[src/rtl/mem_port_arbiter_if.sv]
// Core-side request/response and memory-side signals of the unified memory port.
// slave = arbiter; master = core and memory macro.
interface mem_port_arbiter_if;
    logic        if_req;
    logic [31:0] if_addr;
    logic [31:0] if_rdata;
    logic        if_ready;
    logic        d_req;
    logic        d_wr;
    logic [31:0] d_addr;
    logic [31:0] d_wdata;
    logic [31:0] d_rdata;
    logic        d_ready;
    logic        mem_en;
    logic        mem_wr;
    logic [31:0] mem_addr;
    logic [31:0] mem_wdata;
    logic [31:0] mem_rdata;
    logic        stall;

    modport slave (
        input  if_req, if_addr, d_req, d_wr, d_addr, d_wdata, mem_rdata,
        output if_rdata, if_ready, d_rdata, d_ready,
        output mem_en, mem_wr, mem_addr, mem_wdata, stall
    );

    modport master (
        output if_req, if_addr, d_req, d_wr, d_addr, d_wdata, mem_rdata,
        input  if_rdata, if_ready, d_rdata, d_ready,
        input  mem_en, mem_wr, mem_addr, mem_wdata, stall
    );
endinterface

[src/rtl/mem_port_arbiter.sv]
// Single-port memory arbiter between instruction fetch and data access.
// Data normally wins; a saturating streak counter bounds fetch starvation.
//
// state  | meaning
// IDLE   | memory free, arbitrate pending requests
// ACCESS | granted access in flight for WAIT_CYC+1 cycles
// RESP   | one-cycle ready pulse to the granted requester
module mem_port_arbiter #(
    parameter int WAIT_CYC   = 1,
    parameter int MAX_DBURST = 4
) (
    input logic clk,
    input logic nrst,
    mem_port_arbiter_if.slave bus
);
    typedef enum logic [1:0] {IDLE = 2'd0, ACCESS = 2'd1, RESP = 2'd2} state_t;

    localparam logic [3:0] WAIT_LIM  = 4'(WAIT_CYC);
    localparam logic [3:0] BURST_LIM = 4'(MAX_DBURST);

    state_t      state, state_nxt;
    logic        gnt_d, gnt_d_nxt;
    logic [3:0]  wcnt, wcnt_nxt;
    logic [3:0]  dstreak, dstreak_nxt;
    logic        mem_en_q, mem_en_nxt;
    logic        mem_wr_q, mem_wr_nxt;
    logic [31:0] mem_addr_q, mem_addr_nxt;
    logic [31:0] mem_wdata_q, mem_wdata_nxt;
    logic        if_ready_q, if_ready_nxt;
    logic        d_ready_q, d_ready_nxt;
    logic [31:0] if_rdata_q, if_rdata_nxt;
    logic [31:0] d_rdata_q, d_rdata_nxt;
    logic        grant_d, grant_i;

    assign grant_d = bus.d_req & (~bus.if_req | (dstreak < BURST_LIM));
    assign grant_i = bus.if_req & ~grant_d;

    always_ff @(posedge clk or negedge nrst) begin
        if (!nrst) begin
            state       <= IDLE;
            gnt_d       <= 1'b0;
            wcnt        <= 4'd0;
            dstreak     <= 4'd0;
            mem_en_q    <= 1'b0;
            mem_wr_q    <= 1'b0;
            mem_addr_q  <= 32'd0;
            mem_wdata_q <= 32'd0;
            if_ready_q  <= 1'b0;
            d_ready_q   <= 1'b0;
            if_rdata_q  <= 32'd0;
            d_rdata_q   <= 32'd0;
        end else begin
            state       <= state_nxt;
            gnt_d       <= gnt_d_nxt;
            wcnt        <= wcnt_nxt;
            dstreak     <= dstreak_nxt;
            mem_en_q    <= mem_en_nxt;
            mem_wr_q    <= mem_wr_nxt;
            mem_addr_q  <= mem_addr_nxt;
            mem_wdata_q <= mem_wdata_nxt;
            if_ready_q  <= if_ready_nxt;
            d_ready_q   <= d_ready_nxt;
            if_rdata_q  <= if_rdata_nxt;
            d_rdata_q   <= d_rdata_nxt;
        end
    end

    always_comb begin
        state_nxt     = state;
        gnt_d_nxt     = gnt_d;
        wcnt_nxt      = wcnt;
        dstreak_nxt   = dstreak;
        mem_en_nxt    = mem_en_q;
        mem_wr_nxt    = mem_wr_q;
        mem_addr_nxt  = mem_addr_q;
        mem_wdata_nxt = mem_wdata_q;
        if_ready_nxt  = 1'b0;
        d_ready_nxt   = 1'b0;
        if_rdata_nxt  = if_rdata_q;
        d_rdata_nxt   = d_rdata_q;

        unique case (state)
            IDLE: begin
                if (grant_d | grant_i) begin
                    state_nxt    = ACCESS;
                    gnt_d_nxt    = grant_d;
                    wcnt_nxt     = 4'd0;
                    mem_en_nxt   = 1'b1;
                    mem_wr_nxt   = grant_d & bus.d_wr;
                    mem_addr_nxt = grant_d ? bus.d_addr : bus.if_addr;
                    if (grant_d) begin
                        mem_wdata_nxt = bus.d_wdata;
                    end
                    // streak only grows while a fetch is actually being held off
                    if (grant_d & bus.if_req) begin
                        dstreak_nxt = (dstreak == 4'hF) ? dstreak : dstreak + 4'd1;
                    end else begin
                        dstreak_nxt = 4'd0;
                    end
                end
            end
            ACCESS: begin
                wcnt_nxt = wcnt + 4'd1;
                if (wcnt == WAIT_LIM) begin
                    state_nxt  = RESP;
                    mem_en_nxt = 1'b0;
                    mem_wr_nxt = 1'b0;
                    if (gnt_d) begin
                        d_ready_nxt = 1'b1;
                        if (!mem_wr_q) begin
                            d_rdata_nxt = bus.mem_rdata;
                        end
                    end else begin
                        if_ready_nxt = 1'b1;
                        if_rdata_nxt = bus.mem_rdata;
                    end
                end
            end
            RESP: begin
                state_nxt = IDLE;
            end
            default: begin
                state_nxt = IDLE;
            end
        endcase
    end

    assign bus.mem_en    = mem_en_q;
    assign bus.mem_wr    = mem_wr_q;
    assign bus.mem_addr  = mem_addr_q;
    assign bus.mem_wdata = mem_wdata_q;
    assign bus.if_ready  = if_ready_q;
    assign bus.d_ready   = d_ready_q;
    assign bus.if_rdata  = if_rdata_q;
    assign bus.d_rdata   = d_rdata_q;
    assign bus.stall     = (bus.if_req & ~if_ready_q) | (bus.d_req & ~d_ready_q);
endmodule

[src/flat_wrapper.sv]
// flat-port wrapper written by rule: the top's interface ports become plain ports
module mem_port_arbiter_flat 
#(
    parameter int WAIT_CYC   = 1,
    parameter int MAX_DBURST = 4
)
  (clk, nrst, bus_if_req, bus_if_addr, bus_d_req, bus_d_wr, bus_d_addr, bus_d_wdata, bus_mem_rdata, bus_if_rdata, bus_if_ready, bus_d_rdata, bus_d_ready, bus_mem_en, bus_mem_wr, bus_mem_addr, bus_mem_wdata, bus_stall);
  mem_port_arbiter_if bus_i ();
  input logic clk;
  input logic nrst;
  input wire logic [$bits(bus_i.if_req)-1:0] bus_if_req;
  input wire logic [$bits(bus_i.if_addr)-1:0] bus_if_addr;
  input wire logic [$bits(bus_i.d_req)-1:0] bus_d_req;
  input wire logic [$bits(bus_i.d_wr)-1:0] bus_d_wr;
  input wire logic [$bits(bus_i.d_addr)-1:0] bus_d_addr;
  input wire logic [$bits(bus_i.d_wdata)-1:0] bus_d_wdata;
  input wire logic [$bits(bus_i.mem_rdata)-1:0] bus_mem_rdata;
  output wire logic [$bits(bus_i.if_rdata)-1:0] bus_if_rdata;
  output wire logic [$bits(bus_i.if_ready)-1:0] bus_if_ready;
  output wire logic [$bits(bus_i.d_rdata)-1:0] bus_d_rdata;
  output wire logic [$bits(bus_i.d_ready)-1:0] bus_d_ready;
  output wire logic [$bits(bus_i.mem_en)-1:0] bus_mem_en;
  output wire logic [$bits(bus_i.mem_wr)-1:0] bus_mem_wr;
  output wire logic [$bits(bus_i.mem_addr)-1:0] bus_mem_addr;
  output wire logic [$bits(bus_i.mem_wdata)-1:0] bus_mem_wdata;
  output wire logic [$bits(bus_i.stall)-1:0] bus_stall;
  assign bus_i.if_req = bus_if_req;
  assign bus_i.if_addr = bus_if_addr;
  assign bus_i.d_req = bus_d_req;
  assign bus_i.d_wr = bus_d_wr;
  assign bus_i.d_addr = bus_d_addr;
  assign bus_i.d_wdata = bus_d_wdata;
  assign bus_i.mem_rdata = bus_mem_rdata;
  assign bus_if_rdata = bus_i.if_rdata;
  assign bus_if_ready = bus_i.if_ready;
  assign bus_d_rdata = bus_i.d_rdata;
  assign bus_d_ready = bus_i.d_ready;
  assign bus_mem_en = bus_i.mem_en;
  assign bus_mem_wr = bus_i.mem_wr;
  assign bus_mem_addr = bus_i.mem_addr;
  assign bus_mem_wdata = bus_i.mem_wdata;
  assign bus_stall = bus_i.stall;
  mem_port_arbiter #(.WAIT_CYC(WAIT_CYC), .MAX_DBURST(MAX_DBURST)) u_core (.clk(clk), .nrst(nrst), .bus(bus_i));
endmodule
[config.mk]
export PLATFORM = sky130hd
export DESIGN_NAME = mem_port_arbiter_flat
export DESIGN_NICKNAME = d
export VERILOG_FILES = /design/src/rtl/mem_port_arbiter_if.sv /design/src/rtl/mem_port_arbiter.sv /design/src/flat_wrapper.sv
export SDC_FILE = /design/constraint.sdc
export NUM_CORES = 1
export LEC_CHECK = 0
export BUFFER_PORTS_ARGS = -buffer_cell sky130_fd_sc_hd__clkbuf_2
export CORE_ASPECT_RATIO = 0.8
export CORE_UTILIZATION = 51
export CTS_CLUSTER_SIZE = 10
export DETAILED_ROUTE_END_ITERATION = 12
export PLACE_DENSITY_LB_ADDON = 0.12
export SLEW_MARGIN = 20
export SYNTH_ARGS = -nofsm -noshare
export SYNTH_HDL_FRONTEND = slang
export SYNTH_SLANG_ARGS = --single-unit
[constraint.sdc]
create_clock -name clk -period 4.9 [get_ports clk]
set_input_delay 0.245 -clock clk [delete_from_list [all_inputs] [get_ports clk]]
set_output_delay 0.245 -clock clk [all_outputs]
set_load 0.05 [all_outputs]
==> PnR_summary.wiki <==
{| class="wikitable"
! Metric !! Value
|-
| Critical Path Fanout Max || 32
|-
| Antenna Cells || 0
|-
| Antenna violations before repair || 0
|-
| Number of global-route vias before repair || 4,771
|-
| Final global-route overflow total || 0
|-
| Data required, critical path || between 5 and 6 ns
|-
| Total of flip-flops plus latches after synthesis || 143
|-
| Number of failing hold endpoints at the final stage || 0
|-
| Arrival time of data at the critical path endpoint || 3.10 ns
|-
| Classification of the worst setup path || flop to flop
|-
| Maximum cell stage delay along the critical path || 1.10 ns
|-
| Clock slew at reported path FFs || 0.06 ns
|-
| Final total negative setup slack || 0 ns
|-
| Avg WL per Cell || between 15 and 20 microns
|-
| Type of element capturing the critical path || flop
|-
| Combined area of all synthesized cells || 6052 sq um
|-
| Chain of cells forming the critical path || inv_1, ha_1, or3b_1, or4_2, mux2_4
|-
| Min Tclk post-route || roughly 2.8 ns
|-
| Number of failing setup endpoints in the final timing report || 0
|-
| Synth warn || 0
|-
| Max-slew violation count || 0
|-
| Global routing usage summed across all routing layers || 25.19%
|-
| First-pass GRT wire length || 23,770 microns
|-
| Setup repair after global routing missed its margin || false
|-
| Post-route DRC violation count || 0
|-
| Filler cell count || 832
|-
| Status || complete, no violations
|-
| Vertical die dimension || around 100 microns
|-
| Share of layout cells above drive strength 1 || 56.39%
|-
| Starting density of the core || 52.55%
|-
| End of the worst hold path || u_core.bus.mem_wdata[18]
|-
| Highest clock frequency the design can meet || 0.3564 GHz
|-
| Fraction of the yosys area taken by sequential cells || about three fifths
|-
| Fin Clk Skew || 0.01162 ns
|-
| Largest net degree at the start of global routing || 94
|-
| Post-synth net total || 594
|-
| Buffers inserted by post-CTS timing repair || 0
|-
| Synth-to-Final Area Change || 32.25%
|-
| Register-to-register setup slack || 2.09 ns
|-
| Register-to-Register Path Depth || 5
|-
| Post-detail-place hpwl || roughly 10,000 microns
|-
| Core ar. || 11,520 sq um
|-
| Count of mapped cells out of synthesis || around 460
|-
| Hold wc startpoint || bus_d_wdata[18]
|-
| Launching element type of the critical path || flop
|-
| Area occupied by multi-input gates || ~2300 sq um
|-
| Mean number of vias per cell || about 5.5
|-
| Wire length after detailed routing || 15,110 microns
|-
| CTS tree || done
|-
| Max-capacitance violation count || 0
|-
| Min-delay worst type || primary input to flop
|-
| GPL Wtd Cong || 0.7913
|-
| Count of distinct cell types in the synthesized netlist || 32
|-
| Chip width || approximately 120 microns
|-
| Number of nets with antenna violations after routing || 0
|-
| Clock sink count || 143
|-
| IO Pins || roughly 270
|-
| Slew margin rel. || around 29%
|-
| Final critical-path share of the clock period || 57.27%
|-
| Highest-delay cell along the critical path || sky130_fd_sc_hd__or4_2
|-
| Worst hold stages || 2
|-
| Net count of the finished layout || 843
|-
| End of the worst register-to-register path || u_core.bus.d_rdata[6]
|-
| Std-Cell Rows || 35
|-
| CTS root buf || sky130_fd_sc_hd__clkbuf_16
|-
| H-Tree Depth || 4
|-
| Transition time of the tightest slew-check pin || 1.071 ns
|-
| Number of port buffers || around 270
|-
| First DRT Iteration DRCs || about 230
|-
| TritonRoute pass-1 iters || 6
|-
| Clk_lat worst skew || 0.42 ns
|-
| Post-cts repair resize count || 0
|-
| Register Area || 3578 sq um
|-
| Largest buffer count on any clock path || 2
|-
| Average cell area after synthesis || about 13 sq um
|-
| Total via count in the routed design || 4,785
|-
| Number of buffers added by the clock tree synthesis step || 17
|-
| Source of the worst register-to-register timing path || u_core.wcnt[1]
|-
| Die outline area || 12,310 sq um
|}
routing by layer:
metal  wire [microns]  track usage, %  up-vias  share of wire, %
li1                 -               -     2184                 -
met1             6265           32.06     2375                41
met2             7464           40.43      206                49
met3             1139           7.741       20               7.5
met4              235           9.453        0               1.6
met5                0               0        -                 0
cells in the mapped netlist:
master / number / area (sq um)
sky130_fd_sc_hd__mux2i_1: 1 / 10.01
sky130_fd_sc_hd__buf_6: 1 / 11.26
sky130_fd_sc_hd__nor2_1: 6 / 22.52
sky130_fd_sc_hd__nor3_2: 1 / 10.01
sky130_fd_sc_hd__nand2b_1: 1 / 6.260
sky130_fd_sc_hd__buf_1: 3 / 11.26
sky130_fd_sc_hd__mux2_4: 30 / 450.4
sky130_fd_sc_hd__o22ai_1: 2 / 12.51
sky130_fd_sc_hd__and2_1: 2 / 12.51
sky130_fd_sc_hd__o211ai_1: 33 / 247.7
sky130_fd_sc_hd__and3_1: 1 / 6.260
sky130_fd_sc_hd__nand2_1: 3 / 11.26
sky130_fd_sc_hd__nand4_1: 34 / 212.7
sky130_fd_sc_hd__buf_12: 3 / 60.06
sky130_fd_sc_hd__or3b_1: 1 / 8.760
sky130_fd_sc_hd__or4_1: 1 / 7.510
sky130_fd_sc_hd__ha_1: 3 / 37.54
sky130_fd_sc_hd__xor2_1: 1 / 8.760
sky130_fd_sc_hd__or2_2: 2 / 12.51
sky130_fd_sc_hd__clkbuf_1: 30 / 112.6
sky130_fd_sc_hd__o2bb2ai_1: 1 / 8.760
sky130_fd_sc_hd__nor3b_1: 1 / 7.510
sky130_fd_sc_hd__buf_2: 4 / 20.02
sky130_fd_sc_hd__a32o_1: 1 / 10.01
sky130_fd_sc_hd__nand3b_1: 1 / 7.510
sky130_fd_sc_hd__nand3_1: 34 / 170.2
sky130_fd_sc_hd__dfrtp_1: 143 / 3578
sky130_fd_sc_hd__nor3_1: 1 / 5.000
sky130_fd_sc_hd__mux2_2: 66 / 743.2
sky130_fd_sc_hd__o21ai_0: 41 / 205.2
sky130_fd_sc_hd__o21ai_1: 1 / 5.000
sky130_fd_sc_hd__inv_1: 5 / 18.77
timing repair:
item | in CTS | in global routing
endpoints found under the setup margin | 0 | 0
hold endpoints to repair | 92 | 0
hold buffers | 1 | 0
final cells by class:
| class | count | area share [%] |
|---|---|---|
| sequential | 143 | 44.71 |
| multi-input combinational | 269 | 28.33 |
| timing repair buffer | 271 | 17.24 |
| clock buffer | 17 | 5.315 |
| tap | 148 | 2.314 |
| clock inverter | 15 | 1.860 |
| inverter | 5 | 0.2345 |
flip-flops by register name (all words and copies together), names as in the netlist:
signal	count
u_core.bus.d_rdata	32
u_core.bus.if_rdata	32
u_core.bus.mem_addr	32
u_core.bus.mem_wdata	32
u_core.dstreak	4
u_core.wcnt	4
u_core.state	2
u_core.bus.d_ready	1
u_core.bus.if_ready	1
u_core.bus.mem_en	1
u_core.bus.mem_wr	1
u_core.gnt_d	1
layout by cell type (no fill, tap or decap):
cell type,n
sky130_fd_sc_hd__bufinv_16,1
sky130_fd_sc_hd__nand2_1,3
sky130_fd_sc_hd__inv_8,2
sky130_fd_sc_hd__mux2i_1,1
sky130_fd_sc_hd__buf_6,1
sky130_fd_sc_hd__nand4_1,34
sky130_fd_sc_hd__o211ai_1,33
sky130_fd_sc_hd__buf_4,5
sky130_fd_sc_hd__nand3b_1,1
sky130_fd_sc_hd__nor3b_1,1
sky130_fd_sc_hd__nor3_4,1
sky130_fd_sc_hd__dlygate4sd3_1,1
sky130_fd_sc_hd__and3_1,1
sky130_fd_sc_hd__or4_2,1
sky130_fd_sc_hd__clkinv_4,1
sky130_fd_sc_hd__inv_6,6
sky130_fd_sc_hd__o2bb2ai_1,1
sky130_fd_sc_hd__ha_1,3
sky130_fd_sc_hd__and2_1,1
sky130_fd_sc_hd__dfrtp_1,143
sky130_fd_sc_hd__and2_2,1
sky130_fd_sc_hd__nor3_1,1
sky130_fd_sc_hd__o21ai_2,1
sky130_fd_sc_hd__mux2_4,30
sky130_fd_sc_hd__nand2b_1,1
sky130_fd_sc_hd__or2_2,2
sky130_fd_sc_hd__o21ai_0,41
sky130_fd_sc_hd__o22ai_1,2
sky130_fd_sc_hd__clkinvlp_4,4
sky130_fd_sc_hd__nor2_1,4
sky130_fd_sc_hd__or3b_1,1
sky130_fd_sc_hd__clkbuf_16,17
sky130_fd_sc_hd__a32o_1,1
sky130_fd_sc_hd__nor2_4,2
sky130_fd_sc_hd__inv_1,5
sky130_fd_sc_hd__clkbuf_2,264
sky130_fd_sc_hd__xor2_1,1
sky130_fd_sc_hd__nand3_1,34
sky130_fd_sc_hd__clkinv_2,1
sky130_fd_sc_hd__mux2_2,66
worst max-delay path by stage:
| stage | start | endpoint | slack (ns) | cells past startpoint |
|---|---|---|---|---|
| finish | u_core.wcnt[1] | u_core.bus.d_rdata[6] | 2.09 | 5 |
| global route | u_core.wcnt[1] | u_core.bus.d_rdata[12] | 2.03 | 5 |
| CTS | u_core.wcnt[1] | u_core.bus.d_rdata[25] | 2.12 | 5 |
| detailed placement | u_core.wcnt[1] | u_core.bus.d_rdata[10] | 2.12 | 5 |
| global placement | u_core.wcnt[1] | u_core.bus.d_rdata[8] | 2.17 | 5 |
| floorplan | u_core.wcnt[1] | u_core.bus.d_rdata[0] | 2.75 | 8 |
per-stage QoR:
step / instances / util [%] / worst slack, ns / hold slack, ns / cell area, sq um
detailed placement: 835 / 64.42 / 2.122 / 0.3742 / 7420
global route: 868 / 69.49 / 2.025 / 0.03785 / 8004
global placement: 835 / 64.37 / 2.175 / 0.3649 / 7413
floorplan: 458 / - / 2.749 / -0.05059 / 6052
finish: 868 / 69.49 / 2.094 / 0.05609 / 8004
CTS: 868 / 69.49 / 2.116 / 0.04075 / 8004
cells by family after synthesis:
family                     synth area share (%)
AOI/OAI and AO/OA                         8.084
xor gates and xnor gates                 0.1447
adders and majority gates                0.6203
buffers and inverters                     3.866
DFF                                       59.13
muxes                                     19.89
and+or+nand+nor                           8.270
worst max-delay path, delay by kind of cell (launching register included):
kind / cells / cell delay [ns]
flops: 1 / 0.42
buf+inv: 1 / 0.07
mux: 1 / 0.47
simple gates: 2 / 1.56
fa+ha+maj: 1 / 0.16
Power is not shown: default switching activity piles up to over one toggle a cycle in this logic, so the estimate is an artifact.
